## config.mk

```make
export PLATFORM = sky130hd
export DESIGN_NAME = nsum_seq_acc
export DESIGN_NICKNAME = d
export VERILOG_FILES = /design/src/rtl/nsum_pkg.sv /design/src/rtl/nsum_term_gen.sv /design/src/rtl/nsum_seq_acc.sv
export SDC_FILE = /design/constraint.sdc
export NUM_CORES = 1
export LEC_CHECK = 0
export CAP_MARGIN = 0
export CORE_MARGIN = 2
export CORE_UTILIZATION = 64
export DETAILED_ROUTE_END_ITERATION = 12
export PLACE_DENSITY = 0.9
export SYNTH_ARGS = -nofsm -noshare
export SYNTH_HDL_FRONTEND = slang
export SYNTH_SLANG_ARGS = --single-unit
export TNS_END_PERCENT = 5
```

## constraint.sdc

```tcl
create_clock -name clk -period 11.55 [get_ports clk]
set_input_delay 2.31 -clock clk [delete_from_list [all_inputs] [get_ports clk]]
set_output_delay 2.31 -clock clk [all_outputs]
set_load 0.02 [all_outputs]
```

## src/rtl/nsum_pkg.sv

```systemverilog
// nsum_pkg: shared state/op encodings and result-width helper for the N-sum accumulator
package nsum_pkg;
  typedef enum logic [1:0] {IDLE, BUSY, DONE} state_e;
  typedef enum logic [1:0] {OP_SUM, OP_SQ, OP_ODD, OP_RSVD} op_e;
  function automatic int sum_w(input int n_w);
    return 3 * n_w;
  endfunction
endpackage

```

## src/rtl/nsum_term_gen.sv

```systemverilog
// nsum_term_gen: combinational series term i, i*i or 2i-1; reserved op yields i
module nsum_term_gen
  import nsum_pkg::*;
#(
  parameter int N_W = 8
) (
  input  logic [N_W-1:0]   i,
  input  logic [1:0]       op,
  output logic [2*N_W-1:0] term
);
  logic [2*N_W-1:0] sq;
  logic [N_W:0] odd;
  always_comb begin
    sq = (2*N_W)'(i) * (2*N_W)'(i);
    odd = {i, 1'b0} - (N_W+1)'(1);
    term = op == OP_SQ ? sq : op == OP_ODD ? (2*N_W)'(odd) : (2*N_W)'(i);
  end
endmodule

```

## src/rtl/nsum_seq_acc.sv

```systemverilog
// nsum_seq_acc: handshaked iterative series accumulator, one term per cycle from N down to 1.
// NSUM_PIPE_ACCEPT_EN lets DONE accept a new job in the cycle its result is consumed.
module nsum_seq_acc
  import nsum_pkg::*;
#(
  parameter int N_W = 8
) (
  input  logic                   clk,
  input  logic                   reset,
  input  logic                   in_valid,
  output logic                   in_ready,
  input  logic [N_W-1:0]         n_in,
  input  logic [1:0]             op_in,
  output logic                   out_valid,
  input  logic                   out_ready,
  output logic [sum_w(N_W)-1:0]  sum_out,
  output logic                   busy
);
  localparam int SUM_W = sum_w(N_W);
  state_e state, next;
  logic [N_W-1:0] i_q;
  logic [1:0] op_q;
  logic [SUM_W-1:0] acc;
  logic [2*N_W-1:0] term;
  logic accept;
  nsum_term_gen #(.N_W(N_W)) u_term (.i(i_q), .op(op_q), .term(term));
  assign accept = in_valid && in_ready;
  always_ff @(posedge clk)
    if (reset) state <= IDLE;
    else state <= next;
  always_comb begin
    next = state;
    case (state)
      IDLE: next = accept ? (n_in != '0 ? BUSY : DONE) : IDLE;
      BUSY: next = i_q == N_W'(1) ? DONE : BUSY;
      DONE: next = accept ? (n_in != '0 ? BUSY : DONE) : out_ready ? IDLE : DONE;
      default: next = IDLE;
    endcase
  end
  always_comb begin
`ifdef NSUM_PIPE_ACCEPT_EN
    in_ready = state == IDLE || (state == DONE && out_ready);
`else
    in_ready = state == IDLE;
`endif
    out_valid = state == DONE;
    busy = state == BUSY;
  end
  // Accumulator only moves on acceptance or in BUSY, so DONE holds it stable under backpressure
  always_ff @(posedge clk)
    if (reset) begin
      i_q <= '0;
      op_q <= OP_SUM;
      acc <= '0;
    end else if (accept) begin
      i_q <= n_in;
      op_q <= op_in;
      acc <= '0;
    end else if (state == BUSY) begin
      acc <= acc + SUM_W'(term);
      i_q <= i_q - N_W'(1);
    end
  assign sum_out = acc;
endmodule

```

# Word level (Yosys, flattened, before mapping)
# Cells that the tools add are included.
dict set report totals {
  ff_bits 36
  out_inout_bits 27
  elab_cells 28
  inputBits 14
}
dict set report classes {
  mul 1
  n_eq_ne 5
  mux 10
  addsub 3
  n_reduce_logical 5
}
# cell count
set op_table {}
lappend op_table {{24-bit by 16-bit adder with 24-bit output} 1}
lappend op_table {{8-bit by 8-bit multiplier with 16-bit output} 1}
lappend op_table {{16-bit two-way mux} 1}
lappend op_table {{8-bit two-way mux} 2}
lappend op_table {{2-bit two-way mux} 5}
lappend op_table {{9-bit two-way mux} 1}
lappend op_table {{9-bit by 1-bit subtractor with 9-bit output (second input constant)} 1}
lappend op_table {{8-bit by 1-bit == test with 1-bit output (second input constant)} 1}
lappend op_table {{8-bit nonzero test} 1}
lappend op_table {{8-bit by 1-bit subtractor with 8-bit output (second input constant)} 1}
lappend op_table {{2-bit case mux with 3 select lines} 1}
lappend op_table {{2-bit by 1-bit == test with 1-bit output (second input constant)} 2}
lappend op_table {{2-bit == test (second input constant)} 2}
lappend op_table {{2-bit logical NOT} 1}
lappend op_table {{2-bit nonzero test} 1}
lappend op_table {{2-bit OR reduction} 1}
lappend op_table {{1-bit logical AND} 1}

# Longest topological paths before layout
# Gate-level depths: netlist of run 1.
dict set report logic_depth {
  word_depth 4
  ltp_mapped 26
  ltp_nobuf 24
}

# Modules after synthesis
# From an unflattened synthesis of run 1, not the netlist that was laid out.
dict set report hier_totals {
  hier_cells 550
  area_unflattened_um2 4304.1
}
# mod area_per_inst_um2 instances seq_area_each_um2 cells_per_inst
set modules_own_cells {}
lappend modules_own_cells {nsum_seq_acc 2363.5 1 720.7 308}
lappend modules_own_cells {nsum_term_gen 1940.6 1 0.0 242}

# Worst setup path before layout of run 1
# No wires, ideal clock.
dict set report synth_timing {
  path_kind {flip-flop to flip-flop}
  start {register i_q[4]}
  end {register acc[17], in the netlist sum_out[17]}
  required_ns 11.434
  stages_incl_launch_ff 24
  arrival_ns 5.616
  path_slack_ns 5.818
  period_less_slack_ns 5.732
  setup_time_ns 0.116
  path_cell_list {dfxtp_1 > clkbuf_1 > nand2_1 > fa_1 > inv_1 > fa_1 > fa_1 > inv_1 > fa_1 > inv_1 > ha_1 > a21o_1 > nor3_1 > o21ai_0 > a41oi_1 > xor2_1 > nor2_1 > ha_1 > and4_1 > nor3b_1 > nand3_1 > a41oi_2 > a31oi_1 > a41o_1}
}
dict set report synth_between {
  elab_chain_cells 4
  elab_cells_between_ends 5
}
# element line_no
set synth_lines {}
lappend synth_lines {{start, declared} nsum_seq_acc.sv:21} ;# logic [N_W-1:0] i_q;
lappend synth_lines {{start signal, assigned} nsum_seq_acc.sv:56} ;# i_q <= n_in;
lappend synth_lines {{start signal, assigned} nsum_seq_acc.sv:61} ;# i_q <= i_q - N_W'(1);
lappend synth_lines {{parallel branches: the longest is 2 deep, another holds 8-bit by 8-bit multiplier with 16-bit output} n/a}
lappend synth_lines {{16-bit two-way mux *} nsum_term_gen.sv:16} ;# term = op == OP_SQ ? sq : op == OP_ODD ? (2*N_W)'(odd) : (2*N_W)'(i);
lappend synth_lines {{24-bit by 16-bit adder with 24-bit output *} nsum_seq_acc.sv:60} ;# acc <= acc + SUM_W'(term);
lappend synth_lines {{end signal, assigned} nsum_seq_acc.sv:60}
lappend synth_lines {{end, declared} nsum_seq_acc.sv:23} ;# logic [SUM_W-1:0] acc;
# Mark *: on every way between the ends.
# A chain may end at the register's enable or synchronous reset.

# Worst setup path in the final report of run 1
dict set report layout_timing {
  start {register i_q[5]}
  end {register acc[17], in the netlist sum_out[17]}
}
# Same word-level chain as after synthesis.

==> run metrics, run 1 <==
Largest stage delay, worst path 0.56 ns; clock buffer depth 2; I/O Buffers 40; crit path max-delay cell type fa_1; Routability Congestion 0.932; CP Class register to register; total negative slack 0 ns; Final Non-Filler Cells 644; FP Rows 29; cell repeated most along the worst path fa_1; cell internal pwr 0.284 mW; clock skew 0.00422 ns; Worst Max-Slew Pin Slew 1.20 ns; total of max-cap violations 0; Mapped Area 4240 um^2; Syn Nets 632; Worst Path Required 11.73 ns; Overflow after GRT 0; first-pass GRT wire length 17.7 mm; CTS Hold Buffers Added 0; Hold/Removal Path Class register to register; layout cells sized above 1 3.00%; fmax 0.154 GHz; CTS resizes 0; Detail Route Antenna Nets 0; die width 85.4 um; Yosys cell types 56; DRT iter0 DRCs 313; crit-path cells clkinv_1, nor2_1, fa_1, fa_1, inv_1, fa_1, fa_1, inv_1, ha_1, a21o_1, nor3_1, o21ai_0, a41oi_1, xor2_1, nor2_1, ha_1, and4_1, nor3b_1, nand3_1, a41oi_2, a31oi_1, a41o_1; H-Tree Depth 2; placed instance area 4630 um^2; Layout area overhead 12.4%; Post-Syn Instances 543; Final min period 6.49 ns; TritonCTS clock tree done; Final Slew Violations 0; routed vias 4,022; Final Routed Wirelength 10.7 mm; I/O Pins 41; fill count 459; Net Switching 0.179 mW; fin worst setup slack 5.06 ns; outcome completed; Arr. time, crit path 6.67 ns; Die Ht 85.4 um; Detailed Place HPWL 8.08 mm; final period utilization 56.2%; pwr/cell area 97.3 nW/um^2; Synth Area per Inst 7.80 um^2; Pwr Total 0.463 mW; Worst Path Max Fanout 10; Total GRT Usage 29.5%; clk slew on worst S/H paths 0.08 ns; async set-reset flop share out of synthesis 0%; post-route DRC violation count 0; Worst VDD drop 0.0902 mV; # diodes 0; worst path bufs/invs 3; Setup crit start kind register; Post-synth EDFFs 0; number of global-route vias before repair 3,804; Util after Layout 74.5%; P_leak 2.11 nW; WL per Instance 16.7 um; Avg Vias per Cell 6.25; pin count of the biggest net entering global routing 32; Skew-Pair Late Insertion Delay 0.29 ns; Logic pwr share 41.3%; core area 6390 um^2; Ys Warns 0; CP delay by family, top adder cells; initial core utilization 66.3%; placed cell count 636; Finished Cell Area 4760 um^2; initial antenna violation count 0; RSZ-0062 raised after global routing no; switching share of power 38.7%; Slew headroom 20.2%; smallest hold slack 0.486 ns; CTS root buf clkbuf_8; Post-synth top flop dfxtp_1; Reg power frac 32.1%; footprint of the multi-input gates 3200 um^2; Die Area 7280 um^2; CP Capture Type register; clock power share 26.6%; dpl ws 5.14 ns; FF/Latch Area 721 um^2; #FFs+latches synth 36; total CTS buffers 5; register area share after synthesis 17.0%; Nets 655; 1st-pass router iterations 6; Hold Vio Cnt, Final 0; Post-CTS Setup Inserts 0; final setup fails 0; number of clock sinks 36
[power by group through the flow]
stage | clock [mW] | sequential, mW | combinational [mW]
after detailed placement | 0 | 0.151 | 0.186
after CTS | 0.124 | 0.148 | 0.189
after global placement | 0 | 0.150 | 0.179
after floorplan | 0 | 0.141 | 0.148
after global routing | 0.130 | 0.150 | 0.211
final | 0.123 | 0.148 | 0.192
[cells by family after synthesis]
logic type               share of synthesized area [%]
flip-flops                                        17.0
AND/OR/NAND/NOR                                   21.6
XOR/XNOR                                          4.76
multiplexers                                      2.90
buffers and inverters                             7.39
adder cells (fa/ha/maj)                           26.6
AO/OA/AOI/OAI                                     19.7
[layer usage]
layer	global-route usage (%)	part of all wire, %	vias up
li1	-	-	1933
met1	39.5	43	1895
met2	50.9	49	168
met3	3.21	5.7	26
met4	7.65	2.0	0
met5	0	0	-
[cells in the final DEF (no fill, tap or decap), types with 10 or more instances in the layout]
| master | netlist | layout |
|---|---|---|
| xnor2_1 | 16 | 16 |
| mux2i_1 | 10 | 10 |
| o21ai_0 | 24 | 24 |
| clkdlybuf4s50_1 | 0 | 40 |
| dfxtp_1 | 36 | 36 |
| ha_1 | 50 | 50 |
| nand3_1 | 25 | 25 |
| fa_1 | 25 | 25 |
| nand2_1 | 43 | 43 |
| a21o_1 | 12 | 12 |
| and2_1 | 16 | 16 |
| nor2_1 | 51 | 51 |
| nor3_1 | 14 | 14 |
| inv_1 | 55 | 55 |
| a21oi_1 | 41 | 41 |
[sequential cells by signal (all words and copies together) (netlist names)]
register / flops
state: 2
sum_out: 24
op_q: 2
i_q: 8
[worst register-to-register path, cell delays in order (launching register included)]
cell and delay [ns]:
dfxtp_1 0.55, clkinv_1 0.36, nor2_1 0.29, fa_1 0.48, fa_1 0.56, inv_1 0.06
fa_1 0.44, fa_1 0.52, inv_1 0.04, ha_1 0.22, a21o_1 0.21, nor3_1 0.13
o21ai_0 0.21, a41oi_1 0.31, xor2_1 0.17, nor2_1 0.06, ha_1 0.36, and4_1 0.28
nor3b_1 0.26, nand3_1 0.13, a41oi_2 0.37, a31oi_1 0.15, a41o_1 0.24
[final timing paths]
| kind | cells after the start | to | slack (ns) | start |
|---|---|---|---|---|
| setup / recovery | 22 | sum_out[17]$_SDFFE_PP0P_ | 5.06 | i_q[5]$_SDFFE_PP0P_ |
| hold / removal | 2 | sum_out[2]$_SDFFE_PP0P_ | 0.49 | sum_out[2]$_SDFFE_PP0P_ |
| setup reg to reg | 22 | sum_out[17]$_SDFFE_PP0P_ | 5.06 | i_q[5]$_SDFFE_PP0P_ |
| hold reg to reg | 2 | sum_out[2]$_SDFFE_PP0P_ | 0.49 | sum_out[2]$_SDFFE_PP0P_ |
[final cells by class]
class                           count  area share [%]
Sequential cell                    36            15.1
Tap cell                           77            2.02
Clock inverter                      1           0.631
Timing Repair Buffer               40            8.41
Inverter                           57            4.50
Clock buffer                        7            2.02
Multi-Input combinational cell    426            67.3
[synthesized netlist by cell type (4+ instances only)]
| library cell | count | share of area, % |
|---|---|---|
| fa_1 | 25 | 12 |
| nor2b_1 | 4 | 0.59 |
| a21o_1 | 12 | 2.1 |
| nor3_1 | 14 | 1.7 |
| o21bai_1 | 6 | 1.1 |
| o21ai_0 | 24 | 2.8 |
| a22oi_1 | 5 | 0.89 |
| nor2_1 | 51 | 4.5 |
| nor4_1 | 4 | 0.59 |
| a211oi_1 | 7 | 1.2 |
| and2_1 | 16 | 2.4 |
| inv_1 | 55 | 4.9 |
| and3_1 | 6 | 0.89 |
| mux2i_1 | 10 | 2.4 |
| xnor2_1 | 16 | 3.3 |
| o22ai_1 | 4 | 0.59 |
| xor2_1 | 7 | 1.4 |
| nand2b_1 | 7 | 1.0 |
| nand3_1 | 25 | 3.0 |
| clkbuf_1 | 21 | 1.9 |
| nand2_1 | 43 | 3.8 |
| ha_1 | 50 | 15 |
| dfxtp_1 | 36 | 17 |
| or3_1 | 6 | 0.89 |
| a21oi_1 | 41 | 4.8 |
Power figures use the tool's default switching activity.
==> inputs of run 2 (changes only) <==
--- a/config.mk
+++ b/config.mk
@@ -7,9 +7,9 @@
 export LEC_CHECK = 0
 export CAP_MARGIN = 0
 export CORE_MARGIN = 2
-export CORE_UTILIZATION = 64
+export CORE_UTILIZATION = 59
 export DETAILED_ROUTE_END_ITERATION = 12
-export PLACE_DENSITY = 0.9
+export PLACE_DENSITY = 0.84
 export SYNTH_ARGS = -nofsm -noshare
 export SYNTH_HDL_FRONTEND = slang
 export SYNTH_SLANG_ARGS = --single-unit
==> constraint.sdc (replaced) <==
create_clock -name clk -period 6 [get_ports clk]
set_input_delay 1.2 -clock clk [delete_from_list [all_inputs] [get_ports clk]]
set_output_delay 1.2 -clock clk [all_outputs]
set_load 0.02 [all_outputs]
==> run 2 against run 1 <==
Against the previous run: wire length decreased by 1.2%; power increased by 86%; critical path depth up 1; worst setup slack got worse by 4.8 ns; clock-buffer cell count fell by 1; sequential share of layout area shrank 0.28 points; non-clock buffer count grew 20; cell count increased by 6.1%.
==> run metrics, run 2 (synthesized netlist as in run 1, its figures left out) <==
Worst Path Max Fanout 8 (-2); crit-path cells and2_1, ha_1, a31o_2, fa_1, inv_1, fa_1, fa_1, inv_1, ha_1, nor3_1, o21ai_1, a41oi_1, xor2_1, nor2_1, ha_1, buf_4, nand2_1, o21ai_0, a32oi_1, a41oi_2, buf_4, a21o_1, a21oi_1; final period utilization 95.4% (+39 points); placed instance area 4800 um^2 (+3.6%); TritonCTS clock tree done; CTS root buf clkbuf_8; reg2reg setup slack 0.28 ns (-4.79 ns); worst r2r dst sum_out[21]$_SDFFE_PP0P_; total CTS buffers 5 (unchanged); commonest cells after routing, fill and taps aside inv_1, nor2_1, ha_1; Die Ht 88.7 um (+4.0%); Final Routed Wirelength 10.6 mm (-1.2%); hold_sp sum_out[0]$_SDFFE_PP0P_; final setup fails 0 (unchanged); outcome completed; crit path max-delay cell type fa_1; Largest stage delay, worst path 0.55 ns (about the same); commonest non-fill, non-tap cell in the layout inv_1; first-pass GRT wire length 17.7 mm (+0.16%); CP Capture Type register; fill count 539 (+17%); clock power share 22.0% (-4.6 points); initial core utilization 61.7% (-4.7 points); Net Switching 0.352 mW (+96%); total of max-cap violations 0 (unchanged); FP Rows 30 (+3.4%); Worst Path Required 6.23 ns (-5.50 ns); WL per Instance 15.5 um (-6.8%); FF-to-FF path depth 23 (+4.5%); Layout area overhead 16.7%; number of clock sinks 36 (unchanged); Nets 675 (+3.1%); max reg flops 24 (unchanged); Hold/Removal Path Class register to register; Avg Vias per Cell 5.81 (-7.0%); pwr/cell area 174 nW/um^2 (+79%); core area 6870 um^2 (+7.6%); # diodes 0 (unchanged); Finished Cell Area 4940 um^2 (+3.9%); Detail Route Antenna Nets 0 (unchanged); die width 88.7 um (+4.0%); Reg power frac 32.0% (about the same); routed vias 3,967 (-1.4%); Final min period 5.72 ns (-0.765 ns); RSZ-0062 raised after global routing no; Setup crit start kind register; worst hold path depth 2 (unchanged); switching share of power 40.9% (+2.1 points); Slew headroom 17.4% (-2.8 points); Total GRT Usage 28.4% (-1.1 points); Hold Vio Cnt, Final 0 (unchanged); P_leak 2.19 nW (+4.0%); I/O Buffers 40 (unchanged); Detailed Place HPWL 8.26 mm (+2.2%); Skew-Pair Late Insertion Delay 0.30 ns (about the same); CTS Hold Buffers Added 0 (unchanged); Arr. time, crit path 5.96 ns (-0.71 ns); 1st-pass router iterations 5 (-1); clk slew on worst S/H paths 0.08 ns (about the same); cell internal pwr 0.510 mW (+80%); Worst Max-Slew Pin Slew 1.24 ns (+0.0423 ns); Routability Congestion 0.932 (about the same); clock skew 0.00458 ns (+0.000360 ns); Die Area 7870 um^2 (+8.1%); Final Non-Filler Cells 683 (+6.1%); CP Class register to register; worst r2r src i_q[0]$_SDFFE_PP0P_; CP Launch Point i_q[0]$_SDFFE_PP0P_; Worst VDD drop 0.143 mV (+58%); fmax 0.175 GHz (+13%); number of global-route vias before repair 3,775 (-0.76%); clock buffer depth 2 (unchanged); post-route DRC violation count 0 (unchanged); Overflow after GRT 0 (unchanged); I/O Pins 41 (unchanged); worst hold endpoint sum_out[0]$_SDFFE_PP0P_; DRT iter0 DRCs 202 (-35%); initial antenna violation count 0 (unchanged); layout cells sized above 1 8.69% (+5.7 points); Final Slew Violations 0 (unchanged); placed cell count 674 (+6.0%); pin count of the biggest net entering global routing 32 (unchanged); Logic pwr share 46.0% (+4.7 points); H-Tree Depth 2 (unchanged)
[run 2: worst max-delay path by stage]
stage,end,slack (ns)
2_1_floorplan,sum_out[17]$_SDFFE_PP0P_,0.27
3_3_place_gp,sum_out[21]$_SDFFE_PP0P_,0.17
3_5_place_dp,sum_out[21]$_SDFFE_PP0P_,-0.01
4_1_cts,sum_out[21]$_SDFFE_PP0P_,0.01
5_1_grt,sum_out[19]$_SDFFE_PP0P_,0.02
6_report,sum_out[21]$_SDFFE_PP0P_,0.28
[run 2: stage by stage]
step                      hold WS [ns]  worst slack (ns)  setup TNS (ns)  util [%]  power (mW)
after floorplan                  0.469             0.268               0         -       0.555
after global placement           0.467             0.168               0      69.9       0.651
after detailed placement         0.474           -0.0146         -0.0146      69.9       0.664
after CTS                        0.488            0.0121               0      71.3       0.853
after global routing             0.520            0.0158               0      72.0       0.923
final                            0.490             0.276               0      72.0       0.862
[run 2: what timing repair did]
action / CTS / global route
setup endpoints to repair: 4 / 10
pin swaps: 0 / 3
gates resized for setup: 1 / 17
buffers inserted: 0 / 1
[run 2: cell type report]
| type | count | area, um^2 | share of cell area (%) |
|---|---|---|---|
| Tap cell | 96 | 120 | 2.43 |
| Inverter | 57 | 214 | 4.33 |
| Clock buffer | 6 | 82.6 | 1.67 |
| Multi-Input combinational cell | 426 | 3230 | 65.3 |
| Clock inverter | 2 | 15.0 | 0.304 |
| Timing Repair Buffer | 60 | 551 | 11.1 |
| Sequential cell | 36 | 734 | 14.9 |
[run 2: layer usage]
metal | GRT usage, % | share of wire (%)
met1 | 38.0 | 45
met2 | 48.6 | 49
met3 | 3.17 | 4.1
met4 | 7.85 | 2.1
met5 | 0 | 0
[run 2: power by group through the flow]
stage	sequential (mW)	clock (mW)	combinational [mW]
finish	0.276	0.190	0.396
floorplan	0.271	0	0.284
detailed placement	0.279	0	0.385
global route	0.278	0.201	0.444
global placement	0.278	0	0.373
CTS	0.273	0.191	0.389
[run 2: critical path, delay by kind of cell (launching register included)]
family	cells	cell delay, ns
flip-flops	1	0.39
AO/OA/AOI/OAI	8	1.62
adder cells (fa/ha/maj)	6	2.52
buffers and inverters	4	0.48
AND/OR/NAND/NOR	4	0.49
XOR/XNOR	1	0.17
